[config.mk]
export PLATFORM = sky130hd
export DESIGN_NAME = fp_minmax_ctrl
export DESIGN_NICKNAME = d
export VERILOG_FILES = /design/src/rtl/fp_pkg.sv /design/src/rtl/fp_minmax_ctrl.sv
export SDC_FILE = /design/constraint.sdc
export NUM_CORES = 1
export LEC_CHECK = 0
export ABC_AREA = 1
export CAP_MARGIN = 20
export CELL_PAD_IN_SITES_DETAIL_PLACEMENT = 0
export CELL_PAD_IN_SITES_GLOBAL_PLACEMENT = 1
export CORE_MARGIN = 2
export CORE_UTILIZATION = 34
export CTS_CLUSTER_DIAMETER = 40
export DETAILED_ROUTE_END_ITERATION = 12
export HOLD_SLACK_MARGIN = 0.06
export PLACE_DENSITY = 0.81
export SLEW_MARGIN = 10
export SYNTH_ARGS = -nofsm -noshare
export SYNTH_HDL_FRONTEND = slang
export SYNTH_SLANG_ARGS = --single-unit
export TNS_END_PERCENT = 30
[constraint.sdc]
create_clock -name clk -period 2.27 [get_ports clk]
set_input_delay 0.454 -clock clk [delete_from_list [all_inputs] [get_ports clk]]
set_output_delay 0.454 -clock clk [all_outputs]
set_load 0.005 [all_outputs]
[src/rtl/fp_pkg.sv]
// Shared floating-point min/max definitions: controller FSM states and
// IEEE-754 single-precision special-value encodings.
package fp_pkg;

  typedef enum logic [1:0] {
    IDLE  = 2'd0,
    ISSUE = 2'd1,
    WAIT  = 2'd2,
    OUT   = 2'd3
  } fp_state_t;

  localparam logic [31:0] FP_NANS  = 32'h7FC0_0000;
  localparam logic [31:0] FP_INFP  = 32'h7F80_0000;
  localparam logic [31:0] FP_INFN  = 32'hFF80_0000;
  localparam logic [31:0] FP_ZEROP = 32'h0000_0000;
  localparam logic [31:0] FP_ZERON = 32'h8000_0000;

endpackage

[src/rtl/fp_minmax_ctrl.sv]
// Min/max controller that sequences an external registered comparator (fp_comp).
// Accepts an operand pair, strobes the comparator, samples its response after
// RESP_LAT wait cycles (or flags a timeout) and holds the selected result until
// the consumer takes it.
// Optional feature macro: FP_MINMAX_STICKY_EN adds a sticky invalid/error flag.
module fp_minmax_ctrl
  import fp_pkg::*;
#(
  parameter int unsigned W        = 32,
  parameter int unsigned RESP_LAT = 2,
  parameter int unsigned TIMEOUT  = 8
) (
  input  logic         clk,
  input  logic         rst,
  input  logic         in_valid,
  output logic         in_ready,
  input  logic [W-1:0] in_a,
  input  logic [W-1:0] in_b,
  input  logic         in_op,
  output logic [W-1:0] cmp_in1,
  output logic [W-1:0] cmp_in2,
  output logic         cmp_act,
  input  logic         cmp_eq,
  input  logic         cmp_great,
  input  logic         cmp_less,
  input  logic         cmp_done,
  input  logic         cmp_inv,
  output logic         out_valid,
  input  logic         out_ready,
  output logic [W-1:0] out_data,
`ifdef FP_MINMAX_STICKY_EN
  input  logic         sticky_clr,
  output logic         sticky_inv,
`endif
  output logic         out_eq,
  output logic         out_inv,
  output logic         out_err
);

  localparam int unsigned CW = $clog2(TIMEOUT + 1);

  fp_state_t      state_q, state_d;
  logic [CW-1:0]  cnt_q, cnt_d;
  logic           op_q, op_d;
  logic [W-1:0]   a_d, b_d, data_d;
  logic           act_d, ready_d, valid_d, eq_d, inv_d, err_d;
  logic           any_flag;

  assign any_flag = cmp_eq | cmp_great | cmp_less;

  // Next state and next value of every registered output.
  // The last sampling opportunity is counter == TIMEOUT-1, so a timeout result
  // becomes visible exactly TIMEOUT cycles after the ISSUE cycle.
  always_comb begin
    state_d = state_q;
    cnt_d   = cnt_q;
    op_d    = op_q;
    a_d     = cmp_in1;
    b_d     = cmp_in2;
    act_d   = 1'b0;
    valid_d = out_valid;
    data_d  = out_data;
    eq_d    = out_eq;
    inv_d   = out_inv;
    err_d   = out_err;
    case (state_q)
      IDLE: begin
        if (in_valid && in_ready) begin
          state_d = ISSUE;
          a_d     = in_a;
          b_d     = in_b;
          op_d    = in_op;
          act_d   = 1'b1;
        end
      end
      ISSUE: begin
        state_d = WAIT;
        cnt_d   = CW'(1);
      end
      WAIT: begin
        if ((cnt_q >= CW'(RESP_LAT)) && cmp_done) begin
          state_d = OUT;
          cnt_d   = '0;
          valid_d = 1'b1;
          eq_d    = cmp_eq;
          err_d   = 1'b0;
          if (cmp_inv || !any_flag) begin
            data_d = W'(FP_NANS);
            inv_d  = 1'b1;
          end else begin
            inv_d = 1'b0;
            if (op_q) data_d = (cmp_great || cmp_eq) ? cmp_in1 : cmp_in2;
            else      data_d = (cmp_less  || cmp_eq) ? cmp_in1 : cmp_in2;
          end
        end else if (cnt_q == CW'(TIMEOUT - 1)) begin
          state_d = OUT;
          cnt_d   = '0;
          valid_d = 1'b1;
          data_d  = W'(FP_NANS);
          eq_d    = 1'b0;
          inv_d   = 1'b0;
          err_d   = 1'b1;
        end else begin
          cnt_d = cnt_q + CW'(1);
        end
      end
      OUT: begin
        if (out_ready) begin
          state_d = IDLE;
          valid_d = 1'b0;
        end
      end
      default: state_d = IDLE;
    endcase
    ready_d = (state_d == IDLE);
  end

  // State, counter, captured operands and registered outputs.
  always_ff @(posedge clk or negedge rst) begin
    if (!rst) begin
      state_q   <= IDLE;
      cnt_q     <= '0;
      op_q      <= 1'b0;
      cmp_in1   <= '0;
      cmp_in2   <= '0;
      cmp_act   <= 1'b0;
      in_ready  <= 1'b1;
      out_valid <= 1'b0;
      out_data  <= '0;
      out_eq    <= 1'b0;
      out_inv   <= 1'b0;
      out_err   <= 1'b0;
    end else begin
      state_q   <= state_d;
      cnt_q     <= cnt_d;
      op_q      <= op_d;
      cmp_in1   <= a_d;
      cmp_in2   <= b_d;
      cmp_act   <= act_d;
      in_ready  <= ready_d;
      out_valid <= valid_d;
      out_data  <= data_d;
      out_eq    <= eq_d;
      out_inv   <= inv_d;
      out_err   <= err_d;
    end
  end

`ifdef FP_MINMAX_STICKY_EN
  // Sticky flag for consumed invalid/timeout results; clear has priority.
  always_ff @(posedge clk or negedge rst) begin
    if (!rst) begin
      sticky_inv <= 1'b0;
    end else if (sticky_clr) begin
      sticky_inv <= 1'b0;
    end else if (out_valid && out_ready && (out_inv || out_err)) begin
      sticky_inv <= 1'b1;
    end
  end
`endif

endmodule

==> results of run 1 <==
==> per-layer routing <==
layer,wire length [um],share of wire [%]
met4,308,2.2
met1,6390,45
met5,0,0
met2,6780,48
met3,617,4.4
==> metrics by stage <==
step / setup WS (ns) / instances
3_5_place_dp: 0.352 / 943
6_report: 0.399 / 959
3_3_place_gp: 0.376 / 943
2_1_floorplan: 0.888 / 604
4_1_cts: 0.362 / 959
5_1_grt: 0.245 / 959
==> synth_stat cells <==
master and count:
inv_1 24, o21ai_0 10, o21ai_1 1, nand3_1 36, buf_6 1, buf_4 1
inv_2 2, o22ai_1 1, nand2_2 5, nand3b_1 3, nand3_4 1, o21ai_2 1
buf_2 16, clkbuf_1 6, nor2_1 18, ha_1 6, buf_8 2, nand2_1 340
dfrtp_1 108, a21boi_1 1, a21oi_1 15, nor2_2 1, nor2_8 1, dfstp_2 1
buf_1 3
==> final timing paths <==
| kind | to | depth (start not counted) |
|---|---|---|
| max in group asynchronous | in_ready$_DFF_PN1_ | 3 |
| worst min register to register | out_data[6]$_DFFE_PN0P_ | 2 |
| worst max-delay path | in_ready | 1 |
| min in group asynchronous | out_data[18]$_DFFE_PN0P_ | 2 |
| worst min-delay path | out_data[6]$_DFFE_PN0P_ | 2 |
| worst max register to register | out_data[2]$_DFFE_PN0P_ | 7 |
==> cell families after synthesis <==
family                   count (synthesis)  synth area share (%)
buffers and inverters                   55                  5.38
AND/OR/NAND/NOR                        405                  33.5
adder cells (fa/ha/maj)                  6                  1.55
flip-flops                             109                  56.4
AO/OA/AOI/OAI                           29                  3.15
==> area by class of cell <==
cell class                 count  area (um2)
fill                        1321        6790
sequential                   109        2730
timing repair buffer         189        1910
multi-input combinational    440        1860
clock buffer                  10         239
tap                          180         225
inverter                      26        97.6
clock inverter                 5        27.5
==> flip-flops by register name (all words and copies together), names as in the netlist, 2 cells and up <==
signal    flops
cmp_in1      32
cnt_q         4
out_data     32
state_q       2
cmp_in2      32
==> power by group through the flow <==
stage          Sequential [mW]  Clock, mW  Combinational [mW]
5_1_grt                   3.57       1.57                4.30
4_1_cts                   3.48       1.49                3.90
3_3_place_gp              3.47          0                3.83
2_1_floorplan             3.42          0                1.58
3_5_place_dp              3.50          0                3.87
6_report                  3.47       1.46                3.84
==> what timing repair did <==
action                                 in CTS  in global routing
hold buffers                                1                  0
endpoints found under the hold margin      17                  0
buffers inserted                            0                  0
==> flow_metrics.env, run 1 <==
export IMPL_status="complete, no violations"
export IMPL_critPathKind="reg2out"
export IMPL_worst_hold_slack_ns=0.480
export IMPL_drt_initial_drc_count=227
export IMPL_pwr_share_seq_pct=39.6
export IMPL_grt_pass1_vias=4380
export IMPL_netlist_area_mm2=0.00484
export IMPL_crit_start="in_ready$_DFF_PN1_"
export IMPL_syn_inst=604
export IMPL_r2r_slack_ns=0.40
export IMPL_start_util_pct=34.9
export IMPL_ant_nets=0
export IMPL_clock_sinks=109
export IMPL_yosysSeqAreaShare_pct=56.4
export IMPL_critPathMaxFanout=3
export IMPL_tightest_slew_ns=0.654
export IMPL_rsz0062_at_grt="no"
export IMPL_cp_required_ns=1.82
export IMPL_clock_latency_ns=0.34
export IMPL_postLayoutCellArea_mm2=0.00709
export IMPL_internal_power_mw=5.69
export IMPL_antenna_found_initial=0
export IMPL_critPathBufInv=1
export IMPL_synth_top_area_share_pct=55.9
export IMPL_crit_chain="clkdlybuf4s50_1"
export IMPL_layout_nets=855
export IMPL_die_area_mm2=0.0152
export IMPL_rows=43
export IMPL_ys_types=25
export IMPL_layout_common_cells="nand2_1 (340), clkdlybuf4s50_1 (174), dfrtp_1 (108)"
export IMPL_power_mw=8.76
export IMPL_grt_max_degree=62
export IMPL_die_h_um=123
export IMPL_avgViaCountPerCell=4.55
export IMPL_hold_path_class="reg2reg"
export IMPL_cts_buffer_depth=2
export IMPL_grt_overflow_total=0
export IMPL_syn_area_per_cell_um2=8.01
export IMPL_final_setup_tns_ns=0
export IMPL_switching_share_pct=35.0
export IMPL_skew_ns=0.00544
export IMPL_crit_path_end_kind="output pin"
export IMPL_drt_pass1_iter_count=6
export IMPL_place_area_mm2=0.00681
export IMPL_grtUsageMet1_pct=25.4
export IMPL_pwr_density_cell_mw_per_mm2=1240
export IMPL_switchingPower_mw=3.06
export IMPL_final_common_cell="nand2_1"
export IMPL_slew_headroom_pct=56.4
export IMPL_totalWireLength_um=14100
export IMPL_path_clk_slew_ns=0.07
export IMPL_finalSetupViolCount=0
export IMPL_diodes=0
export IMPL_vias=4360
export IMPL_track_usage_pct=19.0
export IMPL_pwr_share_comb_pct=43.8
export IMPL_drive_above_1_share_pct=5.39
export IMPL_cp_top_family="flip-flops"
export IMPL_grtUsageMet2_pct=30.9
export IMPL_worstPathArrival_ns=1.42
export IMPL_drv_cap=0
export IMPL_die_w_um=123
export IMPL_final_util_pct=51.1
export IMPL_h_tree_depth=3
export IMPL_drc=0
export IMPL_synth_largest_area_cell="dfrtp_1"
export IMPL_cts_root_buf="clkbuf_16"
export IMPL_cts_tree="yes"
export IMPL_start_kind="register"
export IMPL_ctsResizeCount=0
export IMPL_clock_power_share_pct=16.6
export IMPL_synth_area_top_cells="dfrtp_1 (56%), nand2_1 (26%), nand3_1 (3.7%)"
export IMPL_core_region_area_mm2=0.0139
export IMPL_gp_congestion=0.833
export IMPL_p_leak_nw=3.57
export IMPL_finalHoldViolations=0
export IMPL_drt_wirelength_per_cell_um=14.7
export IMPL_irDropWorstVdd_mv=0.486
export IMPL_busiest_layer="met2"
export IMPL_syn_nets=684
export IMPL_timing_rr_start="state_q[0]$_DFF_PN0_"
export IMPL_numCtsBuffers=9
export IMPL_synthToLayoutAreaGrowth_pct=46.5
export IMPL_crit_path_top_delay_cell="dfstp_2"
export IMPL_place_hpwl_um=10100
export IMPL_yosysWarningCount=0
export IMPL_synth_seq_cells=109
export IMPL_fin_crit_sh_pct=82.4
export IMPL_period_minus_slack_ns=1.87
export IMPL_cpPeakStageDelay_ns=0.57
export IMPL_io_buffers=175
export IMPL_worstHoldStart="out_data[6]$_DFFE_PN0P_"
export IMPL_ios=176
export IMPL_grt_pass1_wl_um=22300
export IMPL_finalMaxSlewViolations=0
export IMPL_fmax_mhz=535
export IMPL_grtUsageMet3_pct=3.27
No activity file was read; power rests on OpenSTA's default activity.
==> run 2, diff against run 1 <==
--- a/config.mk
+++ b/config.mk
@@ -10,11 +10,11 @@
 export CELL_PAD_IN_SITES_DETAIL_PLACEMENT = 0
 export CELL_PAD_IN_SITES_GLOBAL_PLACEMENT = 1
 export CORE_MARGIN = 2
-export CORE_UTILIZATION = 34
+export CORE_UTILIZATION = 32
 export CTS_CLUSTER_DIAMETER = 40
 export DETAILED_ROUTE_END_ITERATION = 12
 export HOLD_SLACK_MARGIN = 0.06
-export PLACE_DENSITY = 0.81
+export PLACE_DENSITY = 0.77
 export SLEW_MARGIN = 10
 export SYNTH_ARGS = -nofsm -noshare
 export SYNTH_HDL_FRONTEND = slang
==> constraint.sdc (replaced) <==
create_clock -name clk -period 1.9 [get_ports clk]
set_input_delay 0.38 -clock clk [delete_from_list [all_inputs] [get_ports clk]]
set_output_delay 0.38 -clock clk [all_outputs]
set_load 0.005 [all_outputs]
==> run 2 against run 1 <==
Net effect:
- die area increased by 6.1%
- register-to-register slack got worse by 0.17 ns
- critical endpoint unchanged
- first-iteration DRC count decreased by 13%
- flip-flop and latch count unchanged
- cell count increased by 0.63%
- sequential share of layout area decreased by 0.24 points
- combinational power increased by 21%
- clock skew increased by 0.0022 ns
- highest routed layer unchanged
- wire length decreased by 1.1%
- via count decreased by 0.92%
==> flow_metrics.env, run 2 (same netlist as run 1, synthesis figures left out) <==
export IMPL_slew_headroom_pct=59.1
export IMPL_cts_tree="yes"
export IMPL_rows=44
export IMPL_skew_ns=0.00766
export IMPL_path_clk_slew_ns=0.07
export IMPL_worstReg2RegEnd="out_data[24]$_DFFE_PN0P_"
export IMPL_place_ws_ns=0.0396
export IMPL_drv_cap=0
export IMPL_cp_required_ns=1.52
export IMPL_final_cells=965
export IMPL_clock_power_share_pct=16.8
export IMPL_switching_share_pct=34.4
export IMPL_switchingPower_mw=3.63
export IMPL_crit_path_top_delay_cell="dfstp_2"
export IMPL_gp_congestion=0.751
export IMPL_antenna_found_initial=0
export IMPL_ctsResizeCount=0
export IMPL_fin_crit_sh_pct=94.1
export IMPL_postCtsHoldBufs=0
export IMPL_r2r_slack_ns=0.23
export IMPL_totalWireLength_um=13900
export IMPL_final_util_pct=48.7
export IMPL_clock_sinks=109
export IMPL_grt_pass1_vias=4348
export IMPL_numCtsBuffers=9
export IMPL_drt_wirelength_per_cell_um=14.5
export IMPL_grt_max_degree=110
export IMPL_drc=0
export IMPL_timing_rr_start="cnt_q[0]$_DFFE_PN0P_"
export IMPL_final_common_cell="nand2_1"
export IMPL_diodes=0
export IMPL_drt_pass1_iter_count=4
export IMPL_status="complete, no violations"
export IMPL_cpPeakStageDelay_ns=0.56
export IMPL_drt_initial_drc_count=198
export IMPL_io_buffers=175
export IMPL_cts_buffer_depth=2
export IMPL_track_usage_pct=17.7
export IMPL_internal_power_mw=6.91
export IMPL_pwr_share_comb_pct=44.0
export IMPL_p_leak_nw=3.60
export IMPL_synthToLayoutAreaGrowth_pct=47.4
export IMPL_crit_path_end_kind="output pin"
export IMPL_critPathKind="reg2out"
export IMPL_layout_nets=859
export IMPL_power_mw=10.5
export IMPL_worstPathArrival_ns=1.41
export IMPL_rsz0062_at_grt="no"
export IMPL_crit_chain="clkdlybuf4s50_1"
export IMPL_clock_latency_ns=0.35
export IMPL_h_tree_depth=3
export IMPL_place_inst=952
export IMPL_die_h_um=127
export IMPL_cts_root_buf="clkbuf_16"
export IMPL_finalMaxSlewViolations=0
export IMPL_hold_path_class="in2async"
export IMPL_fin_ws_ns=0.112
export IMPL_cp_top_family="flip-flops"
export IMPL_drive_above_1_share_pct=5.76
export IMPL_r2r_cells=11
export IMPL_irDropWorstVdd_mv=0.531
export IMPL_avgViaCountPerCell=4.48
export IMPL_tightest_slew_ns=0.613
export IMPL_pwr_share_seq_pct=39.2
export IMPL_place_hpwl_um=10200
export IMPL_critPathMaxFanout=3
export IMPL_ios=176
export IMPL_ant_nets=0
export IMPL_core_region_area_mm2=0.0146
export IMPL_finalHoldViolations=0
export IMPL_start_util_pct=33.0
export IMPL_die_area_mm2=0.0161
export IMPL_grt_overflow_total=0
export IMPL_top_regs="cmp_in1 (32), cmp_in2 (32), out_data (32)"
export IMPL_final_setup_tns_ns=0
export IMPL_critPathBufInv=1
export IMPL_die_w_um=127
export IMPL_period_minus_slack_ns=1.79
export IMPL_vias=4320
export IMPL_finalSetupViolCount=0
export IMPL_start_kind="register"
export IMPL_grt_pass1_wl_um=22500
export IMPL_nFillCells=1431
export IMPL_fmax_mhz=559
export IMPL_pwr_density_cell_mw_per_mm2=1480
export IMPL_layout_common_cells="nand2_1 (340), clkdlybuf4s50_1 (174), dfrtp_1 (108)"
export IMPL_postCtsSetupRepairBufs=0
[run 2: cell count changes in the layout (fill, tap and decap cells not counted)]
cell,before,now
dlygate4sd3_1,1,0
buf_4,10,14
clkinv_2,4,0
clkbuf_8,1,3
buf_6,0,1
[run 2: final cells by class]
type	count	area, um2	area share [%]
flip-flops and latches	109	2730	38.3
repair buffers	193	1940	27.2
multi-input cells	440	1860	26.1
clock buffers	12	267	3.74
well taps	184	230	3.23
inverters	26	97.6	1.37
clock inverters	1	7.51	0.105
[run 2: worst max-delay path by stage]
stage                               from                        to  slack [ns]  cells past startpoint
finish                in_ready$_DFF_PN1_                  in_ready        0.11                      1
global route        cnt_q[0]$_DFFE_PN0P_  out_data[23]$_DFFE_PN0P_        0.03                     11
CTS                   in_ready$_DFF_PN1_                  in_ready        0.09                      1
detailed placement              cmp_less   out_data[0]$_DFFE_PN0P_        0.04                      8
global placement                cmp_less  out_data[31]$_DFFE_PN0P_        0.10                      8
floorplan           state_q[0]$_DFF_PN0_  out_data[10]$_DFFE_PN0P_        0.52                      7
[run 2: power groups by stage]
stage / clock [mW] / sequential (mW) / combinational (mW)
after floorplan: 0 / 4.09 / 1.89
after global placement: 0 / 4.17 / 4.61
after detailed placement: 0 / 4.17 / 4.67
after CTS: 1.83 / 4.15 / 4.70
after global routing: 1.93 / 4.28 / 5.16
final: 1.77 / 4.14 / 4.63
[run 2: stage by stage]
step | instance area [um2] | hold WS (ns)
global placement | 6850 | 0.463
detailed placement | 6850 | 0.467
CTS | 7130 | 0.124
finish | 7130 | 0.0796
global route | 7130 | 0.144
floorplan | 4840 | 0.0844
[run 2: metal layers]
metal,vias to the layer above,wire length (um),GRT usage [%]
li1,2204,-,-
met1,1978,6340,22.8
met2,123,6610,29.2
met3,15,749,4.43
met4,0,238,6.08
met5,-,0,0
==> run 3, diff against run 2 <==
--- a/config.mk
+++ b/config.mk
@@ -6,15 +6,16 @@
 export NUM_CORES = 1
 export LEC_CHECK = 0
 export ABC_AREA = 1
-export CAP_MARGIN = 20
+export CAP_MARGIN = 5
 export CELL_PAD_IN_SITES_DETAIL_PLACEMENT = 0
 export CELL_PAD_IN_SITES_GLOBAL_PLACEMENT = 1
 export CORE_MARGIN = 2
-export CORE_UTILIZATION = 32
+export CORE_UTILIZATION = 30
 export CTS_CLUSTER_DIAMETER = 40
 export DETAILED_ROUTE_END_ITERATION = 12
+export GPL_ROUTABILITY_DRIVEN = 0
 export HOLD_SLACK_MARGIN = 0.06
-export PLACE_DENSITY = 0.77
+export PLACE_DENSITY = 0.72
 export SLEW_MARGIN = 10
 export SYNTH_ARGS = -nofsm -noshare
 export SYNTH_HDL_FRONTEND = slang
==> run 3 against run 2 <==
Net effect:
- setup slack improved by 0.0068 ns
- die area rose by 6.4%
- sequential power barely moved
- critical endpoint unchanged
- non-clock buffer count rose by 1
- clock power fell by 7%
- largest power group unchanged
- power fell by 0.93%
- critical path depth did not move
- flip-flop and latch count did not move
- sequential share of layout area fell by 0.17 points
- first-iteration DRC count fell by 14%
- worst hold slack improved by 0.40 ns
==> flow_metrics.env, run 3 (same netlist as run 1, synthesis figures left out) <==
export IMPL_fin_crit_sh_pct=93.8
export IMPL_grt_overflow_total=0
export IMPL_pwr_density_cell_mw_per_mm2=1460
export IMPL_totalWireLength_um=14300
export IMPL_ios=176
export IMPL_ant_nets=0
export IMPL_crit_end="in_ready"
export IMPL_skew_ns=0.00550
export IMPL_finalMaxSlewViolations=0
export IMPL_finalHoldViolations=0
export IMPL_fmax_mhz=561
export IMPL_r2r_slack_ns=0.33
export IMPL_rsz0062_at_grt="no"
export IMPL_critPathBufInv=1
export IMPL_final_util_pct=45.3
export IMPL_layout_common_cells="nand2_1 (340), clkdlybuf4s50_1 (174), dfrtp_1 (108)"
export IMPL_r2r_cells=7
export IMPL_drive_above_1_share_pct=5.62
export IMPL_core_region_area_mm2=0.0158
export IMPL_min_path_cells=2
export IMPL_cts_tree="yes"
export IMPL_cp_required_ns=1.52
export IMPL_final_common_cell="nand2_1"
export IMPL_irDropWorstVdd_mv=0.498
export IMPL_slew_headroom_pct=66.6
export IMPL_hold_path_class="reg2reg"
export IMPL_grtUsageMet1_pct=22.6
export IMPL_grt_max_degree=71
export IMPL_grtUsageMet3_pct=3.54
export IMPL_p_leak_nw=3.59
export IMPL_drt_wirelength_per_cell_um=14.3
export IMPL_power_mw=10.4
export IMPL_crit_path_end_kind="output pin"
export IMPL_crit_path_top_delay_cell="dfstp_2"
export IMPL_busiest_layer="met2"
export IMPL_worst_hold_slack_ns=0.480
export IMPL_drt_pass1_iter_count=6
export IMPL_die_w_um=131
export IMPL_grtUsageMet2_pct=27.0
export IMPL_grt_pass1_vias=4360
export IMPL_ctsResizeCount=0
export IMPL_place_hpwl_um=10500
export IMPL_period_minus_slack_ns=1.78
export IMPL_clock_sinks=109
export IMPL_cts_root_buf="clkbuf_16"
export IMPL_cts_buffer_depth=2
export IMPL_layout_nets=860
export IMPL_start_util_pct=30.6
export IMPL_path_depth=1
export IMPL_top_regs="cmp_in1 (32), cmp_in2 (32), out_data (32)"
export IMPL_drv_cap=0
export IMPL_crit_start="in_ready$_DFF_PN1_"
export IMPL_avgViaCountPerCell=4.34
export IMPL_cpPeakStageDelay_ns=0.55
export IMPL_clock_latency_ns=0.35
export IMPL_timing_rr_start="state_q[0]$_DFF_PN0_"
export IMPL_drt_initial_drc_count=171
export IMPL_critPathKind="reg2out"
export IMPL_drc=0
export IMPL_io_buffers=175
export IMPL_synthToLayoutAreaGrowth_pct=48.0
export IMPL_finalSetupViolCount=0
export IMPL_track_usage_pct=17.1
export IMPL_grt_pass1_wl_um=22600
export IMPL_tightest_slew_ns=0.501
export IMPL_path_clk_slew_ns=0.06
export IMPL_final_cells=999
export IMPL_status="complete, no violations"
export IMPL_numCtsBuffers=9
export IMPL_rows=46
export IMPL_die_area_mm2=0.0172
export IMPL_final_setup_tns_ns=0
export IMPL_crit_chain="clkdlybuf4s50_1"
export IMPL_worstPathArrival_ns=1.40
export IMPL_cp_top_family="flip-flops"
export IMPL_critPathMaxFanout=3
export IMPL_start_kind="register"
export IMPL_worstReg2RegEnd="out_data[14]$_DFFE_PN0P_"
export IMPL_vias=4336
export IMPL_antenna_found_initial=0
export IMPL_h_tree_depth=3
export IMPL_die_h_um=131
export IMPL_diodes=0
export IMPL_place_inst=984
-- run 3: worst min-delay path by stage --
stage / startpoint / slack [ns] / end
floorplan: rst / 0.08 / cmp_act$_DFF_PN0_
global placement: rst / 0.38 / cmp_in1[18]$_DFFE_PN0P_
detailed placement: rst / 0.38 / cmp_in1[18]$_DFFE_PN0P_
CTS: out_data[21]$_DFFE_PN0P_ / 0.49 / out_data[21]$_DFFE_PN0P_
global route: out_data[15]$_DFFE_PN0P_ / 0.52 / out_data[15]$_DFFE_PN0P_
finish: out_data[9]$_DFFE_PN0P_ / 0.48 / out_data[9]$_DFFE_PN0P_
-- run 3: area by class of cell --
| cell class | instances | area [um2] |
|---|---|---|
| clock inverters | 3 | 15.0 |
| clock buffers | 11 | 233 |
| well taps | 216 | 270 |
| inverters | 26 | 97.6 |
| multi-input cells | 440 | 1860 |
| repair buffers | 194 | 1960 |
| flip-flops and latches | 109 | 2730 |
| fillers | 1588 | 8660 |
-- run 3: timing repair --
| action | in CTS | in global routing |
|---|---|---|
| hold buffers | 1 | 0 |
| hold endpoints to repair | 31 | 0 |
| setup buffers | 0 | 0 |
-- run 3: metal layers --
metal,vias to the layer above,wire [um]
met5,-,0
met4,0,483
met3,26,845
met2,111,6520
met1,1987,6420
li1,2212,-
-- run 3: through the flow --
step                cell area, um2  setup WS [ns]
floorplan                     4840          0.518
global placement              6910         0.0749
detailed placement            6910         0.0601
CTS                           7160         0.0927
global route                  7160         0.0743
finish                        7160          0.118
-- run 3: report_power, final --
part	internal [mW]	switching (mW)	leakage [nW]
clock network	0.869	0.782	0.125
logic	2.59	2.05	2.10
registers	3.34	0.805	1.37
total	6.80	3.64	3.59
